===== src/rtl/toggle_divider_bank.sv =====
// toggle_divider_bank: bank of independent programmable clock dividers with toggle and pulse outputs
module toggle_divider_bank #(
  parameter int CHANNELS = 4,
  parameter int DIV_W = 8,
  parameter int unsigned DIV_RST = 1,
  localparam int LW = CHANNELS > 1 ? $clog2(CHANNELS) : 1
) (
  input  logic                clk,
  input  logic                rst_n,
  input  logic [CHANNELS-1:0] en,
  input  logic [CHANNELS-1:0] mode,
  input  logic                load,
  input  logic [LW-1:0]       load_ch,
  input  logic [DIV_W-1:0]    load_div,
  output logic [CHANNELS-1:0] out,
  output logic [CHANNELS-1:0] tick
);
  for (genvar c = 0; c < CHANNELS; c++) begin : g_ch
    logic [DIV_W-1:0] div_r, cnt_r;
    logic o, t, mq, ld, wrap;
    assign ld = load && int'(load_ch) == c;
    assign wrap = cnt_r == div_r;
    assign out[c] = o;
    assign tick[c] = t;
    always_ff @(posedge clk)
      if (!rst_n) begin
        div_r <= DIV_W'(DIV_RST);
        cnt_r <= '0;
        o <= 1'b0;
        t <= 1'b0;
        mq <= 1'b0;
      end else begin
        mq <= mode[c];
        if (ld || mode[c] != mq) begin
          if (ld) div_r <= load_div;
          cnt_r <= '0;
          o <= 1'b0;
          t <= 1'b0;
        end else if (en[c]) begin
          cnt_r <= wrap ? '0 : cnt_r + 1'b1;
          t <= wrap;
          o <= mq ? wrap : o ^ wrap;
        end else begin
          t <= 1'b0;
          o <= mq ? 1'b0 : o;
        end
      end
  end
endmodule


===== config.mk =====
export PLATFORM = sky130hd
export DESIGN_NAME = toggle_divider_bank
export DESIGN_NICKNAME = d
export VERILOG_FILES = /design/src/rtl/toggle_divider_bank.sv
export SDC_FILE = /design/constraint.sdc
export NUM_CORES = 1
export LEC_CHECK = 0
export ABC_AREA = 1
export CAP_MARGIN = 20
export CORE_MARGIN = 1
export CORE_UTILIZATION = 52
export DETAILED_ROUTE_END_ITERATION = 10
export DONT_BUFFER_PORTS = 1
export PLACE_DENSITY = 0.74
export SLEW_MARGIN = 0
export SYNTH_ARGS = -nofsm -noshare
export SYNTH_HDL_FRONTEND = slang
export SYNTH_SLANG_ARGS = --single-unit

===== constraint.sdc =====
create_clock -name clk -period 1.6 [get_ports clk]
set_clock_uncertainty 0.1 [all_clocks]
set_input_delay 0.24 -clock clk [delete_from_list [all_inputs] [get_ports clk]]
set_output_delay 0.24 -clock clk [all_outputs]
set_load 0.1 [all_outputs]

# [After elaboration in Yosys (flattened, before gate mapping)]
# Cells that the tools add are included.
[classes] n_eq_ne=11 muxes=16 bitwise_logic=9 reduce_logical=25 n_addsub=4 multipliers=0 shifts=0 order_cmp=0 div_mod_pow=0
[op_table] op="8-bit by 1-bit adder with 8-bit output (second input constant)" n=4
[op_table] op="8-bit equality test" n=4
[op_table] op="8-bit two-way mux" n=4
[op_table] op="1-bit two-way mux" n=12
[op_table] op="3-bit OR reduction" n=4
[op_table] op="2-bit AND reduction" n=4
[op_table] op="2-bit nonzero test" n=4
[op_table] op="2-bit OR reduction" n=4
[op_table] op="1-bit NOT" n=5
[op_table] op="2-bit equality test (second input constant)" n=2
[op_table] op="1-bit logical AND" n=4
[op_table] op="1-bit logical OR" n=4
[op_table] op="1-bit != test" n=4
[op_table] op="1-bit bitwise XOR" n=4
[op_table] op="2-bit by 1-bit equality test with 1-bit output (second input constant)" n=1
[op_table] op="2-bit logical NOT" n=1
[word_totals] latch_bits=0 word_cells=85 output_inout_bits=8 mem_count=0 in_bits=21 mem_bits_rw=0 mem_bits_ro=0 reg_bits=76

# [Longest topological paths before layout]
[depth] ltp_word=4 ltp_mapped=9 mapped_depth_nobuf=9

# [Least setup slack after synthesis]
# Ideal clock, no wire load.
[synth_path] kind="register to register" startpoint="register g_ch[1].cnt_r[0]" endpoint="register g_ch[1].cnt_r[6]" path_stages_with_launch=8 period_less_slack_ns=1.333 t_arrival_ns=1.118 required_ns=1.385 n_path_buf=0 setup_slack_ns=0.267 setup_time_ns=0.115 path_cell_list="dfxtp_1 > ha_1 > nand4_1 > or2_1 > nor2_1 > nand2_1 > nand2_1 > nor2_1"
[synth_via] elab_chain_len=2 word_cells_on_any_way=3 cone_classes="add/sub: 1; eq/ne: 1; mux: 1"
[synth_lines] element="from (decl)" line_no="19" rtl="logic [DIV_W-1:0] div_r, cnt_r;"
[synth_lines] element="from (signal assigned)" line_no="40" rtl="cnt_r <= wrap ? '0 : cnt_r + 1'b1;"
[synth_lines] element="8-bit by 1-bit adder with 8-bit output / 8-bit equality test (equally long branches)" line_no="40, 22"
[synth_lines] element="8-bit two-way mux (*)" line_no="40"
# Every way passes the cells marked *; elsewhere a longest branch is shown, timed or not.
# A chain may end at the register's enable or synchronous reset.

==> impl_metrics.env <==
export IMPL_critical_path_depth=4
export IMPL_drc_errors=0
export IMPL_clk_pin_slew_ns=0.08
export IMPL_whs_path_depth=2
export IMPL_synth_edf_count=0
export IMPL_grt_overflow=0
export IMPL_final_common_cell="nand2_1"
export IMPL_vias=3240
export IMPL_synth_seq_area_share_pct=41.0
export IMPL_p_int_mw=2.98
export IMPL_cpMaxStageDelayCell="dlygate4sd3_1"
export IMPL_crit_chain="dlygate4sd3_1, nand2_1, a21oi_1, dlygate4sd3_1"
export IMPL_io_buffers=0
export IMPL_yosysUniqueCellTypes=34
export IMPL_p_leak_nw=1.84
export IMPL_p_total_mw=3.94
export IMPL_cts_tree="built"
export IMPL_finalHoldViolCount=1
export IMPL_fmax_mhz=678
export IMPL_cp_required_ns=1.80
export IMPL_switching_power_mw=0.963
export IMPL_combPwrFrac_pct=10.8
export IMPL_p_sw_share_pct=24.4
export IMPL_end_kind="flip-flop"
export IMPL_p_per_area_nw_per_um2=897
export IMPL_std_cell_rows=30
export IMPL_drive_above_1_share_pct=11.3
export IMPL_grt_usage_pct=23.3
export IMPL_fill_cells=587
export IMPL_chipHeight_um=86.5
export IMPL_synth_main_ff_cell="dfxtp_1"
export IMPL_post_dp_cell_area_sq_um=3780
export IMPL_rsz0062_at_grt="no"
export IMPL_post_route_period_util_pct=92.2
export IMPL_cp_start_kind="primary input"
export IMPL_wl_per_cell_um=12.2
export IMPL_clkSinkCount=76
export IMPL_dpl_cell_count=604
export IMPL_nNetsFinal=585
export IMPL_cts_setup_buffers=0
export IMPL_drv_slew=0
export IMPL_crit_type="in2reg"
export IMPL_via_per_inst=4.91
export IMPL_arrival_ns=1.68
export IMPL_numCtsBuffers=9
export IMPL_hold_ws_ns=-0.00311
export IMPL_post_dp_hpwl_mm=5.22
export IMPL_die_area_sq_um=7480
export IMPL_crit_buf_inv=2
export IMPL_ios=29
export IMPL_core_sq_um=6830
export IMPL_netlist_area_sq_um=3710
export IMPL_min_path_type="in2reg"
export IMPL_maxCapViolCount=0
export IMPL_grt_pass1_vias=3104
export IMPL_vdd_ir_drop_max_mv=0.405
export IMPL_final_util_pct=64.4
export IMPL_antenna_found_initial=0
export IMPL_worstSkewPairLatency_ns=0.36
export IMPL_slew_headroom_pct=66.9
export IMPL_register_area_sq_um=1520
export IMPL_setup_tns_ns=0
export IMPL_clock_power_share_pct=38.6
export IMPL_synth_nets=541
export IMPL_min_period_ns=1.48
export IMPL_final_cell_mix="nand2_1, nor2_1, dfxtp_1, inv_1, dlygate4sd3_1"
export IMPL_area_growth_pct=18.5
export IMPL_grt_max_degree=26
export IMPL_syn_instance_count=516
export IMPL_chipWidth_um=86.5
export IMPL_wl_mm=8.06
export IMPL_p_seq_share_pct=50.6
export IMPL_multi_input_area_sq_um=1790
export IMPL_ys_ff_latch=76
export IMPL_htreeDepth=3
export IMPL_final_cells=660
export IMPL_ff2ff_path_depth=9
export IMPL_crit_fanout=4
export IMPL_run_status="finished with violations"
export IMPL_cpMostUsedCell="dlygate4sd3_1"
export IMPL_dr_first_iter_drc_count=122
export IMPL_grt_pass1_wl_mm=13.6
export IMPL_setup_viol=0
export IMPL_violations="negative hold slack"
export IMPL_gp_congestion=0.851
export IMPL_async_flop_share_pct=0
export IMPL_yosys_warnings=0
export IMPL_root_buffer="clkbuf_8"
export IMPL_worst_path_largest_cell_delay_ns=0.67
export IMPL_start_util_pct=54.3
export IMPL_path_delay_family="buffers and inverters"
export IMPL_avgSynthCellArea_sq_um=7.19
export IMPL_ant_nets=0
export IMPL_clk_path_buf_depth=2
export IMPL_antenna_cells=0
export IMPL_fin_area_sq_um=4400
export IMPL_worstMarginPinSlew_ns=0.496
export IMPL_dr_pass1_iters=5
## power by group through the flow
stage,Clock (mW),Sequential [mW],Combinational [mW]
floorplan,0,2.02,0.305
global placement,0,2.03,0.321
detailed placement,0,2.04,0.329
CTS,1.53,1.99,0.423
global route,1.62,2.00,0.479
finish,1.52,1.99,0.428
## through the flow
stage,hold WS [ns],setup WS (ns)
after CTS,0.000840,0.0569
after detailed placement,0.241,0.144
final,-0.00311,0.124
after global routing,0.00702,0.00965
after global placement,0.234,0.215
after floorplan,0.233,0.267
## cells in the mapped netlist (3+ instances only)
master | instances | share of area (%)
o21ai_2 | 3 | 0.71
nand2_1 | 109 | 11
buf_4 | 10 | 2.0
nor2_4 | 3 | 0.91
nand2_2 | 8 | 1.3
xnor2_1 | 8 | 1.9
o21ai_1 | 5 | 0.67
clkbuf_1 | 3 | 0.30
nor2_2 | 6 | 1.0
o21ai_0 | 31 | 4.2
inv_1 | 68 | 6.9
nor3_2 | 3 | 0.81
inv_2 | 7 | 0.71
ha_1 | 4 | 1.3
a21oi_1 | 26 | 3.5
nand3_1 | 17 | 2.3
o211ai_1 | 3 | 0.61
nand3_2 | 3 | 0.81
dfxtp_1 | 76 | 41
nand4_1 | 7 | 1.2
nor2_1 | 78 | 7.9
xor2_1 | 19 | 4.5
## worst register-to-register path, stage by stage (launching register included)
cell,delay (ns)
dfxtp_1,0.41
inv_1,0.07
nand2_1,0.07
nand2_1,0.05
nor2_1,0.10
nand2_1,0.08
nor2_2,0.13
nand2_1,0.10
nand2_2,0.16
nor2_1,0.07
## timing repair
action                                  CTS  global route
endpoints found under the setup margin    0             8
hold endpoints to repair                 44             0
hold buffers                             41             0
resized for setup                         0             3
## area by class of cell
cell class | instances | share of cell area [%]
multi-input cells | 348 | 40.7
flip-flops and latches | 76 | 34.7
repair buffers | 50 | 10.9
inverters | 75 | 6.40
clock buffers | 14 | 3.93
well taps | 96 | 2.73
clock inverters | 1 | 0.683
## logic make-up (layout without fill, tap and decap cells)
| group | count (synthesis) | count (layout) | synth area share [%] |
|---|---|---|---|
| and+or+nand+nor | 244 | 244 | 29.6 |
| buffers and inverters | 92 | 140 | 10.8 |
| DFF | 76 | 76 | 41.0 |
| AOI/OAI and AO/OA | 72 | 72 | 10.6 |
| xor gates and xnor gates | 27 | 27 | 6.37 |
| adders and majority gates | 4 | 4 | 1.35 |
| muxes | 1 | 1 | 0.270 |
## layer usage
layer	global-route usage [%]	up-vias	routed length, um
li1	-	1685	-
met1	28.1	1484	3630
met2	40.0	59	3820
met3	5.90	12	448
met5	0	-	0
met4	8.94	0	152
## state kept, by name, summed over array words and instances (netlist names)
name and flops:
g_ch.cnt_r 32, g_ch.o 4, g_ch.t 4, g_ch.mq 4, g_ch.div_r 32
## final timing paths
kind                                        from          endpoint  slack (ns)
worst max register to register  g_ch[0].cnt_r[6]  g_ch[0].cnt_r[7]        0.16
worst min register to register  g_ch[2].div_r[7]  g_ch[2].div_r[7]        0.38
worst min-delay path                 load_div[6]  g_ch[1].div_r[6]      -0.003
worst max-delay path                 load_div[2]  g_ch[3].div_r[2]        0.12
No activity file was read; power rests on OpenSTA's default activity.
